[config.mk]
export PLATFORM = sky130hd
export DESIGN_NAME = vector_seq_ctrl_flat
export DESIGN_NICKNAME = d
export VERILOG_FILES = /design/src/rtl/vector_seq_ctrl_if.sv /design/src/rtl/vector_seq_ctrl.sv /design/src/flat_wrapper.sv
export SDC_FILE = /design/constraint.sdc
export NUM_CORES = 1
export LEC_CHECK = 0
export BUFFER_PORTS_ARGS = -buffer_cell sky130_fd_sc_hd__buf_2
export CORE_MARGIN = 4
export CORE_UTILIZATION = 50
export DETAILED_ROUTE_END_ITERATION = 6
export PLACE_DENSITY = 0.84
export SLEW_MARGIN = 10
export SYNTH_ARGS = -nofsm -noshare
export SYNTH_HDL_FRONTEND = slang
export SYNTH_SLANG_ARGS = --single-unit
[constraint.sdc]
create_clock -name vsi_clk -period 3.1 [get_ports vsi_clk]
set_input_delay 0 -clock vsi_clk [delete_from_list [all_inputs] [get_ports vsi_clk]]
set_output_delay 0 -clock vsi_clk [all_outputs]
set_load 0.01 [all_outputs]
[src/rtl/vector_seq_ctrl_if.sv]
`default_nettype none
// ============================================================================
// Module   : vector_seq_ctrl_if
// Brief    : Upstream valid/ready instruction handshake into vector_seq_ctrl.
// Revision : 1.0 - initial release
// ============================================================================
interface vector_seq_ctrl_if;
    logic        vsi_op_valid;
    logic [31:0] vsi_op;
    logic        vsi_op_ready;

    modport master (
        output vsi_op_valid,
        output vsi_op,
        input  vsi_op_ready
    );

    modport slave (
        input  vsi_op_valid,
        input  vsi_op,
        output vsi_op_ready
    );
endinterface
`default_nettype wire

[src/rtl/vector_seq_ctrl.sv]
`default_nettype none
// ============================================================================
// Module   : vector_seq_ctrl
// Brief    : 2-entry instruction queue, LMUL/SEW config and EXEC->WB sequencer
//            feeding the vector datapath.
// Revision : 1.0 - initial release
// ============================================================================
module vector_seq_ctrl (
    input  wire logic             vsi_clk,
    input  wire logic             vsi_rst_n,
    vector_seq_ctrl_if.slave      vsi,
    output logic [31:0]           op_o,
    output logic                  lmul_o,
    output logic                  sew_o,
    output logic                  exec_en,
    output logic                  write_en,
    output logic                  vsi_done,
    output logic                  vsi_err,
    output logic                  vsi_busy
);

    localparam logic [6:0] c_OPV       = 7'b1010111;
    localparam logic [2:0] c_FUNCT3_CFG = 3'b111;
    localparam logic [2:0] c_FIELD_0   = 3'b000;
    localparam logic [2:0] c_FIELD_1   = 3'b010;

    typedef enum logic [1:0] {
        S_IDLE = 2'd0,
        S_EXEC = 2'd1,
        S_WB   = 2'd2
    } state_t;

    state_t      state_q, state_d;
    logic [31:0] fifo_q [2];
    logic        wr_ptr_q, rd_ptr_q;
    logic [1:0]  count_q, count_d;
    logic        cfg_lmul_q, cfg_lmul_d;
    logic        cfg_sew_q, cfg_sew_d;
    logic [31:0] op_q, op_d;
    logic        lmul_q, lmul_d;
    logic        sew_q, sew_d;
    logic        done_q, done_d;
    logic        err_q, err_d;

    logic [31:0] w_head;
    logic        w_push, w_pop;
    logic        w_is_opv, w_is_cfg, w_is_arith, w_cfg_legal;
    logic        w_lmul_ok, w_sew_ok;

    assign vsi.vsi_op_ready = (count_q != 2'd2);
    assign w_push           = vsi.vsi_op_valid && vsi.vsi_op_ready;
    assign w_head           = fifo_q[rd_ptr_q];

    assign w_is_opv    = (w_head[6:0] == c_OPV);
    assign w_is_cfg    = w_is_opv && (w_head[14:12] == c_FUNCT3_CFG);
    assign w_is_arith  = w_is_opv && !w_is_cfg;
    assign w_lmul_ok   = (w_head[22:20] == c_FIELD_0) || (w_head[22:20] == c_FIELD_1);
    assign w_sew_ok    = (w_head[25:23] == c_FIELD_0) || (w_head[25:23] == c_FIELD_1);
    assign w_cfg_legal = w_is_cfg && w_lmul_ok && w_sew_ok;

    always_comb begin
        state_d    = state_q;
        w_pop      = 1'b0;
        cfg_lmul_d = cfg_lmul_q;
        cfg_sew_d  = cfg_sew_q;
        op_d       = op_q;
        lmul_d     = lmul_q;
        sew_d      = sew_q;
        done_d     = 1'b0;
        err_d      = 1'b0;
        case (state_q)
            S_IDLE: begin
                if (count_q != 2'd0) begin
                    w_pop = 1'b1;
                    if (w_is_arith) begin
                        op_d    = w_head;
                        lmul_d  = cfg_lmul_q;
                        sew_d   = cfg_sew_q;
                        state_d = S_EXEC;
                    end else if (w_cfg_legal) begin
                        cfg_lmul_d = (w_head[22:20] == c_FIELD_1);
                        cfg_sew_d  = (w_head[25:23] == c_FIELD_1);
                        done_d     = 1'b1;
                    end else begin
                        err_d = 1'b1;
                    end
                end
            end
            S_EXEC: state_d = S_WB;
            S_WB: begin
                done_d  = 1'b1;
                state_d = S_IDLE;
                // A non-arithmetic head waits for IDLE so its done/err pulse
                // lands in its own cycle instead of merging with this retire.
                if ((count_q != 2'd0) && w_is_arith) begin
                    w_pop   = 1'b1;
                    op_d    = w_head;
                    lmul_d  = cfg_lmul_q;
                    sew_d   = cfg_sew_q;
                    state_d = S_EXEC;
                end
            end
            default: state_d = S_IDLE;
        endcase
    end

    always_comb begin
        count_d = count_q;
        case ({w_push, w_pop})
            2'b10:   count_d = count_q + 2'd1;
            2'b01:   count_d = count_q - 2'd1;
            default: count_d = count_q;
        endcase
    end

    always_ff @(posedge vsi_clk or negedge vsi_rst_n) begin
        if (!vsi_rst_n) begin
            state_q    <= S_IDLE;
            wr_ptr_q   <= 1'b0;
            rd_ptr_q   <= 1'b0;
            count_q    <= 2'd0;
            cfg_lmul_q <= 1'b0;
            cfg_sew_q  <= 1'b0;
            op_q       <= 32'd0;
            lmul_q     <= 1'b0;
            sew_q      <= 1'b0;
            done_q     <= 1'b0;
            err_q      <= 1'b0;
        end else begin
            state_q    <= state_d;
            count_q    <= count_d;
            cfg_lmul_q <= cfg_lmul_d;
            cfg_sew_q  <= cfg_sew_d;
            op_q       <= op_d;
            lmul_q     <= lmul_d;
            sew_q      <= sew_d;
            done_q     <= done_d;
            err_q      <= err_d;
            if (w_push) wr_ptr_q <= ~wr_ptr_q;
            if (w_pop)  rd_ptr_q <= ~rd_ptr_q;
        end
    end

    // Queue storage carries no reset; occupancy is governed by count_q.
    always_ff @(posedge vsi_clk) begin
        if (w_push) fifo_q[wr_ptr_q] <= vsi.vsi_op;
    end

    assign op_o     = op_q;
    assign lmul_o   = lmul_q;
    assign sew_o    = sew_q;
    assign exec_en  = (state_q == S_EXEC) || (state_q == S_WB);
    assign write_en = (state_q == S_WB);
    assign vsi_done = done_q;
    assign vsi_err  = err_q;
    assign vsi_busy = (state_q != S_IDLE) || (count_q != 2'd0);

endmodule
`default_nettype wire

[src/flat_wrapper.sv]
// flat-port wrapper written by rule: the top's interface ports become plain ports
module vector_seq_ctrl_flat 
  (vsi_clk, vsi_rst_n, op_o, lmul_o, sew_o, exec_en, write_en, vsi_done, vsi_err, vsi_busy, vsi_vsi_op_valid, vsi_vsi_op, vsi_vsi_op_ready);
  vector_seq_ctrl_if vsi_i ();
  input  wire logic vsi_clk;
  input  wire logic vsi_rst_n;
  output logic [31:0] op_o;
  output logic lmul_o;
  output logic sew_o;
  output logic exec_en;
  output logic write_en;
  output logic vsi_done;
  output logic vsi_err;
  output logic vsi_busy;
  input wire logic [$bits(vsi_i.vsi_op_valid)-1:0] vsi_vsi_op_valid;
  input wire logic [$bits(vsi_i.vsi_op)-1:0] vsi_vsi_op;
  output wire logic [$bits(vsi_i.vsi_op_ready)-1:0] vsi_vsi_op_ready;
  assign vsi_i.vsi_op_valid = vsi_vsi_op_valid;
  assign vsi_i.vsi_op = vsi_vsi_op;
  assign vsi_vsi_op_ready = vsi_i.vsi_op_ready;
  vector_seq_ctrl u_core (.vsi_clk(vsi_clk), .vsi_rst_n(vsi_rst_n), .vsi(vsi_i), .op_o(op_o), .lmul_o(lmul_o), .sew_o(sew_o), .exec_en(exec_en), .write_en(write_en), .vsi_done(vsi_done), .vsi_err(vsi_err), .vsi_busy(vsi_busy));
endmodule
# --- After elaboration in Yosys (flattened, before gate mapping) ---
# Memories as Yosys holds them, arrays and structs flattened.
# Index checks and enable logic that the tools add are counted.
totals:
  regBits: 44
  mem_bits_rw: 64
  in_bits: 35
  output_inout_bits: 40
  elab_cells: 80
  memories: 1
mem_list:
  columns: ["name", "depth", "width", "rd", "rd_clocked_by_memory_dff", "write_ports", "line", "text"]
  rows:
  - ["u_core.fifo_q", 2, 32, 1, 0, 1, "vector_seq_ctrl.sv:34", "logic [31:0] fifo_q [2];"]
classes:
  n_addsub: 2
  n_eq_ne: 12
  muxes: 30
  bitwise: 3
  reduce_logical: 21
op_table:
  columns: ["op", "count"]
  rows:
  - ["32-bit 2-to-1 mux", 3]
  - ["32-bit one-hot mux with 2 select lines", 1]
  - ["1-bit 2-to-1 mux", 18]
  - ["1-bit one-hot mux with 2 select lines", 4]
  - ["4-bit AND reduction", 2]
  - ["2-bit nonzero test", 4]
  - ["7-bit == test (second input constant)", 1]
  - ["3-bit by 2-bit == test with 1-bit output (second input constant)", 2]
  - ["1-bit logical AND", 6]
  - ["3-bit zero test", 2]
  - ["2-bit by 1-bit != test with 1-bit output (second input constant)", 3]
  - ["2-bit one-hot mux with 3 select lines", 1]
  - ["2-bit by 1-bit == test with 1-bit output (second input constant)", 2]
  - ["2-bit == test (second input constant)", 2]
  - ["1-bit logical OR", 4]
  - ["2-bit 2-to-1 mux", 2]
  - ["2-bit one-hot mux with 2 select lines", 1]
  - ["3-bit == test (second input constant)", 1]
  - ["1-bit NOT", 3]
  - ["2-bit by 1-bit adder with 2-bit output (second input constant)", 1]
  - ["2-bit zero test", 1]
  - ["2-bit != test (second input constant)", 1]
  - ["2-bit AND reduction", 1]
  - ["2-bit by 1-bit subtractor with 2-bit output (second input constant)", 1]
  - ["1-bit zero test", 1]

# --- Logic depth before layout (Yosys ltp) ---
# Gate-level depths: netlist of run 1.
# An unclocked memory read counts as a cell.
logic_depth:
  depth_word: 10
  mapped_depth: 9
  depth_no_buf: 8

# --- Least setup slack after synthesis of run 1 ---
# OpenSTA, ideal clock, no wires.
synth_path:
  path_type: "register to register"
  start: "register u_core.count_q[0]"
  end: "memory u_core.fifo_q[0][0] (enable)"
  setup_ns: 0.421
  t_arrival_ns: 2.095
  required_time_ns: 2.679
  path_slack_ns: 0.584
  stages_incl_launch_ff: 4
  path_buffers: 0
  period_less_slack_ns: 2.516
  cell_sequence: "dfrtp_1 -> nand2b_1 -> nand2_1 -> nor2_1"
synth_via:
  elab_chain_cells: 4
synth_rtl:
  columns: ["item", "line", "text"]
  rows:
  - ["start, declared", "vector_seq_ctrl.sv:36", "logic [1:0] count_q, count_d;"]
  - ["start signal, assigned", "vector_seq_ctrl.sv:131", "count_q <= count_d;"]
  - ["2-bit != test", "vector_seq_ctrl.sv:50", "assign vsi.vsi_op_ready = (count_q != 2'd2);"]
  - ["via vsi_vsi_op_ready", "flat_wrapper.sv:17", "output wire logic [$bits(vsi_i.vsi_op_ready)-1:0] vsi_vsi_op_ready;"]
  - ["1-bit logical AND", "vector_seq_ctrl.sv:51", "assign w_push = vsi.vsi_op_valid && vsi.vsi_op_ready;"]
  - ["1-bit 2-to-1 mux", "vector_seq_ctrl.sv:146", "if (w_push) fifo_q[wr_ptr_q] <= vsi.vsi_op;"]
  - ["1-bit 2-to-1 mux (not written as such)", "vector_seq_ctrl.sv:146", null]
  - ["end, declared", "vector_seq_ctrl.sv:34", null]
# The timed path passes the listed nets, and every way through them passes these cells.

# --- Worst setup path in the final report of run 1 ---
layout_path:
  start: "register u_core.rd_ptr_q"
  end: "register u_core.count_q[1]"
layout_via:
  elab_chain_cells: 10
  word_cells_on_any_way: 13
  cone_classes: "4 x eq/ne; 3 x mux; 5 x reduce/logical; 1 x memory"
layout_rtl:
  columns: ["item", "line", "text"]
  rows:
  - ["start, declared", "vector_seq_ctrl.sv:35", "logic wr_ptr_q, rd_ptr_q;"]
  - ["start signal, assigned", "vector_seq_ctrl.sv:140", "if (w_pop) rd_ptr_q <= ~rd_ptr_q;"]
  - ["memory read 2 x 32 bit (*)", null, null]
  - ["7-bit == test / 3-bit == test (equally long branches)", "vector_seq_ctrl.sv:54, vector_seq_ctrl.sv:55", null]
  - ["1-bit logical AND", "vector_seq_ctrl.sv:55", "assign w_is_cfg = w_is_opv && (w_head[14:12] == c_FUNCT3_CFG);"]
  - ["1-bit zero test", "vector_seq_ctrl.sv:56", "assign w_is_arith = w_is_opv && !w_is_cfg;"]
  - ["1-bit logical AND (*)", "vector_seq_ctrl.sv:56", null]
  - ["1-bit logical AND (*)", "vector_seq_ctrl.sv:95", "if ((count_q != 2'd0) && w_is_arith) begin"]
  - ["1-bit 2-to-1 mux (*)", "vector_seq_ctrl.sv:95", null]
  - ["1-bit one-hot mux with 2 select lines (*)", "vector_seq_ctrl.sv:71", "case (state_q)"]
  - ["via u_core.w_pop", "vector_seq_ctrl.sv:46", "logic w_push, w_pop;"]
  - ["2-bit by 1-bit == test with 1-bit output / 2-bit == test (equally long branches)", "vector_seq_ctrl.sv:109", "case ({w_push, w_pop})"]
  - ["2-bit one-hot mux with 2 select lines / 2-bit nonzero test (equally long branches)", null, null]
# Mark *: on every way through the listed nets, which the timed path passes. The rest lies on a longest branch.
# A chain may end at the register's enable or synchronous reset.

==> results of run 1 <==
state kept, by name (all words and copies together) (netlist names):
name	count
u_core.op_o	32
u_core.rd_ptr_q	1
u_core.sew_o	1
u_core.vsi_done	1
u_core.cfg_sew_q	1
u_core.fifo_q	64
u_core.vsi_err	1
u_core.state_q	2
u_core.lmul_o	1
u_core.cfg_lmul_q	1
u_core.count_q	2
u_core.wr_ptr_q	1
cell usage after synthesis:
cell       instances  area (um^2)
a2111oi_0          1        8.760
a211oi_2           1        12.51
a21bo_2            1        10.01
a21oi_1           29        145.1
and3_1             1        6.260
and4b_1            1        10.01
buf_2              5        25.02
buf_4              3        22.52
clkbuf_1           2        7.510
dfrtp_1           44         1101
edfxtp_1          64         1922
ha_1               5        62.56
inv_1              4        15.01
mux2_2             4        45.04
mux2i_1           25        250.2
nand2_1            5        18.77
nand2b_1           2        12.51
nand4_1            2        12.51
nand4b_1           2        17.52
nor2_1            33        123.9
nor2b_1            2        12.51
nor3_1             2        10.01
o211ai_1           2        15.01
o21ai_0            3        15.01
o31ai_1            2        15.01
or2_2              5        31.28
or3_1              1        6.260
or4b_4             1        13.76
xnor2_1            3        26.28
xor2_1             2        17.52
per-stage QoR:
step | util, % | worst slack (ps) | hold slack, ps
2_1_floorplan | - | 584.4 | -295.6
3_3_place_gp | 57.90 | 717.9 | 189.2
3_5_place_dp | 57.90 | 609.9 | 191.7
4_1_cts | 64.78 | 615.2 | 9.731
5_1_grt | 64.78 | 435.1 | 22.58
6_report | 64.78 | 599.3 | 20.12
cell families after synthesis:
logic type	Yosys count	synth area share, %
AO/OA/AOI/OAI	39	5.548
buffers and inverters	14	1.755
XOR/XNOR	5	1.097
multiplexers	29	7.398
flip-flops	108	75.74
adder cells (fa/ha/maj)	5	1.567
AND/OR/NAND/NOR	57	6.897
final timing paths:
check	startpoint	end	cells past startpoint
min in group asynchronous	vsi_rst_n	u_core.op_o[2]$_DFFE_PN0P_	2
worst min-delay path	vsi_vsi_op_valid	u_core.wr_ptr_q$_DFFE_PN0P_	3
worst max register to register	u_core.rd_ptr_q$_DFFE_PN0P_	u_core.count_q[1]$_DFFE_PN0P_	7
worst min register to register	u_core.op_o[1]$_DFFE_PN0P_	u_core.op_o[1]$_DFFE_PN0P_	1
max in group asynchronous	vsi_rst_n	u_core.rd_ptr_q$_DFFE_PN0P_	2
worst max-delay path	u_core.rd_ptr_q$_DFFE_PN0P_	u_core.count_q[1]$_DFFE_PN0P_	7
final cells by class:
class	count	area (um^2)	share of cell area, %
flip-flops and latches	108	3024	60.41
multi-input cells	135	914.6	18.27
repair buffers	110	723.2	14.45
clock buffers	10	148.9	2.974
well taps	102	127.6	2.549
clock inverters	6	52.55	1.050
inverters	4	15.01	0.2999
what timing repair did:
item / 4_1_cts / 5_1_grt
buffers inserted: 0 / 0
setup endpoints to repair: 0 / 0
hold buffers: 33 / 0
hold endpoints to repair: 108 / 0
power groups by stage:
stage	registers, mW	logic, mW	clock network (mW)
6_report	2.19	1.20	0.847
5_1_grt	2.24	1.33	0.921
4_1_cts	2.19	1.21	0.856
3_5_place_dp	2.22	1.17	0
3_3_place_gp	2.21	1.12	0
2_1_floorplan	2.23	0.709	0
layer usage:
layer  global-route usage (%)  vias up  routed length, um
met4                    5.644        0                 92
met5                        0        -                  0
met2                    29.30       68               4017
met1                    20.73     1202               3236
li1                         -     1151                  -
met3                    4.092        8                356
worst register-to-register path, cell delays in order (launching register included):
cell	delay, ps
dfrtp_2	570
nand4b_1	150
or4b_4	540
a21oi_1	410
a21bo_2	240
ha_1	260
nor2_1	140
xor2_1	150
==> results.tsv, run 1 <==
metric	value	unit
DIE WIDTH	97.35	um
Worst-Margin Slew	961.0	ps
grt ovf	0	
vias in the first global route	2540	
internal power	2.842	mW
CTS Root Cell	clkbuf_8	
DRT iter0 DRCs	117	
Power Dens Cells	847.7	mW/mm^2
Hold Path Class	in -> reg	
fraction of layout cells with a size suffix above 1	28.95	%
P_leak	2.200	nW
status	finished, final reports clean	
# setup viols final	0	
post-place instance area	0.004474	mm^2
initial antenna violation count	0	
Seq cells post-synth	108	
Mapped Area	0.003991	mm^2
Fill cells	577	
endpoint type of the worst setup path	register	
NetSw	1.401	mW
CTS clk-pin slew, worst paths	100	ps
most common cell after layout, fill and taps aside	buf_2	
CTS Buffer Depth	2	
Synth Instances	257	
final worst path period need	2501	ps
RSZ-0062 raised after global routing	false	
fin crit share	80.67	%
worst path buffer plus inverter count	0	
die height	97.35	um
WL per Instance	16.21	um
largest net degree at the start of global routing	45	
Fin Setup TNS	0	ps
# H-tree levels	3	
Final Power	4.243	mW
ant diodes	0	
placed cell count	426	
DR vias	2429	
Rows	32	
DRT antenna net count	0	
Clock Power Share	20.0	%
CP delay by family, top	simple AND/OR/NAND/NOR gates	
cts repair resizes	0	
CP arrival	2790	ps
DRC violations left	0	
Clock Skew	12.67	ps
buffers added on ports	74	
Num Clock Sinks	108	
Post-Route WL	7702	um
Layout Nets	408	
critical path cell sequence	nand4b_1 -> or4b_4 -> a21oi_1 -> a21bo_2 -> ha_1 -> nor2_1 -> xor2_1	
area grow syn2layout	25.42	%
f_max	399.9	MHz
TritonCTS buffer count	9	
Slew headroom	35.78	%
commonest non-fill, non-tap cells in the layout	buf_2, edfxtp_1, dfrtp_1	
peak supply drop	0.0003573	V
DRT Pass-1 Iters	4	
Max-cap violations	0	
Via density	5.114	
initial core utilization	51.65	%
part of the power in combinational logic	28.3	%
Syn Area/Cell	15.53	um^2
CTS tree	built	
sw frac	33.02	%
unique cell type count in the Yosys netlist	30	
synth warn	0	
GRT Total Usage	16.86	%
core area	0.007727	mm^2
Post-Layout Inst Area	0.005006	mm^2
syn nets	297	
Hold Fails Final Rpt	0	
critical path peak fanout	12	
Slowest Stage Delay on Critical Path	570	ps
global placement routability congestion	0.7736	
die footprint	0.009476	mm^2
clock insertion delay at the later pin of the skew report	370	ps
Slew Limit Fails	0	
CP max stage cell	dfrtp_2	
R2R Setup Slk	600	ps
I/O pins	75	
HPWL after DPL	4856	um
fin cells	475	
CP Launch Type	register	
Setup Crit Path Kind	reg -> reg	
part of the power in registers	51.7	%
first-pass GRT wire length	12470	um
sequential fraction of the synthesis area	75.74	%
worst endpoint required time	3390	ps
Power figures use the tool's default switching activity.
==> inputs of run 2 (changes only) <==
==> constraint.sdc (replaced) <==
create_clock -name vsi_clk -period 2.43 [get_ports vsi_clk]
set_input_delay 0 -clock vsi_clk [delete_from_list [all_inputs] [get_ports vsi_clk]]
set_output_delay 0 -clock vsi_clk [all_outputs]
set_load 0.01 [all_outputs]
==> run 2 against run 1 <==
Power rose by 27%. Flip-flop and latch count stayed put. Utilization grew 0.42 points. Combinational power grew 36%. Non-clock buffer count is 5 higher. Maximum frequency increased by 17%. Final area rose by 0.65%. Wire length increased by 0.73%. First-iteration DRC count rose by 11%. Critical path type unchanged. Largest cell class unchanged.
==> results.tsv, run 2 (synthesis gave the netlist of run 1 again) <==
metric	value	unit
post-place setup slack	294.1	ps
Setup Crit Path Kind	reg -> reg	
I/O pins	75	
initial core utilization	51.65	%
# setup viols final	0	
critical path peak fanout	14	
die footprint	0.009476	mm^2
fin crit share	88.31	%
fin cells	480	
Hold Path Class	in -> reg	
HPWL after DPL	5189	um
Hold Fails Final Rpt	0	
Layout Nets	413	
Worst-Margin Slew	1010	ps
die height	97.35	um
initial antenna violation count	0	
clock insertion delay at the later pin of the skew report	370	ps
# H-tree levels	3	
DRT iter0 DRCs	130	
endpoint type of the worst setup path	register	
PnR worst setup slack	284.0	ps
final core occ	65.20	%
most common cell after layout, fill and taps aside	buf_2	
TritonCTS buffer count	9	
buffers added on ports	74	
Power Dens Cells	1070	mW/mm^2
Fill cells	562	
CP arrival	2440	ps
Via density	5.108	
RSZ-0062 raised after global routing	false	
CP Launch Type	register	
CTS Buffer Depth	2	
final worst path period need	2146	ps
Slew Limit Fails	0	
Seq. cell area	0.003024	mm^2
reg2reg start	u_core.rd_ptr_q$_DFFE_PN0P_	
Slew headroom	32.64	%
largest net degree at the start of global routing	45	
DRT antenna net count	0	
grt ovf	0	
DIE WIDTH	97.35	um
Rows	32	
Fin Setup TNS	0	ps
worst hold start	vsi_vsi_op_valid	
Final Power	5.393	mW
DRC violations left	0	
worst endpoint required time	2720	ps
post-place instance area	0.004523	mm^2
CTS tree	built	
ant diodes	0	
fraction of layout cells with a size suffix above 1	29.37	%
placed cell count	431	
commonest non-fill, non-tap cells in the layout	buf_2, edfxtp_1, dfrtp_1	
area grow syn2layout	26.24	%
Post-Route WL	7758	um
DR vias	2452	
status	finished, final reports clean	
f_max	466.0	MHz
GRT Total Usage	17.03	%
CTS Root Cell	clkbuf_8	
global placement routability congestion	0.7216	
CTS clk-pin slew, worst paths	90	ps
hold slack final	26.78	ps
core area	0.007727	mm^2
most flop-heavy register	u_core.fifo_q	
P_leak	2.221	nW
CP Launch Point	u_core.rd_ptr_q$_DFFE_PN0P_	
area of the multi-input gates	913.4	um^2
Max-cap violations	0	
peak supply drop	0.0005525	V
DRT Pass-1 Iters	4	
Post-Layout Inst Area	0.005039	mm^2
Num Clock Sinks	108	
vias in the first global route	2581	
Largest register FFs	64	
Clock Skew	13.72	ps
first-pass GRT wire length	12620	um
WL per Instance	16.16	um
run 2: cell types whose count changed in the layout (fill, tap and decap cells not counted), moves of 2 or more:
cell | before | now
buf_4 | 3 | 7
inv_6 | 0 | 3
clkinv_4 | 0 | 2
inv_8 | 3 | 0
run 2: path summary, 6_finish.rpt:
path	endpoint	slack, ps	cells after the start
max	u_core.count_q[1]$_DFFE_PN0P_	280	8
min	u_core.wr_ptr_q$_DFFE_PN0P_	30	3
max reg2reg	u_core.count_q[1]$_DFFE_PN0P_	280	8
min reg2reg	u_core.op_o[6]$_DFFE_PN0P_	470	1
max in group asynchronous	u_core.rd_ptr_q$_DFFE_PN0P_	1400	2
min in group asynchronous	u_core.op_o[18]$_DFFE_PN0P_	320	2
run 2: layout make-up:
class                   count  share of cell area (%)
clock buffers              11                   2.806
clock inverters             5                  0.8691
inverters                   4                  0.2980
multi-input cells         135                   18.13
flip-flops and latches    108                   60.02
well taps                 102                   2.533
repair buffers            115                   15.35
run 2: critical path, stage by stage (launching register included):
cell	delay, ps
dfrtp_2	430
buf_4	220
nand4b_1	250
o211ai_1	210
a21oi_1	100
a21bo_2	250
ha_1	320
nor2_1	140
xor2_1	150
run 2: repair_timing:
item                                    4_1_cts  5_1_grt
hold buffers                                 33        0
endpoints found under the setup margin        0        0
gates resized for setup                       0        0
endpoints found under the hold margin       108        0
setup buffers                                 0        0
run 2: per-layer routing:
layer / vias up / share of wire (%) / global-route usage (%)
met2: 68 / 52 / 29.62
met5: - / 0 / 0
met4: 0 / 1.5 / 6.816
li1: 1166 / - / -
met3: 10 / 4.2 / 3.087
met1: 1208 / 42 / 21.13
run 2: power by group:
part / internal, mW / total [mW] / switching [mW]
clock network: 0.417 / 1.02 / 0.602
logic: 0.704 / 1.63 / 0.929
registers: 2.50 / 2.74 / 0.237
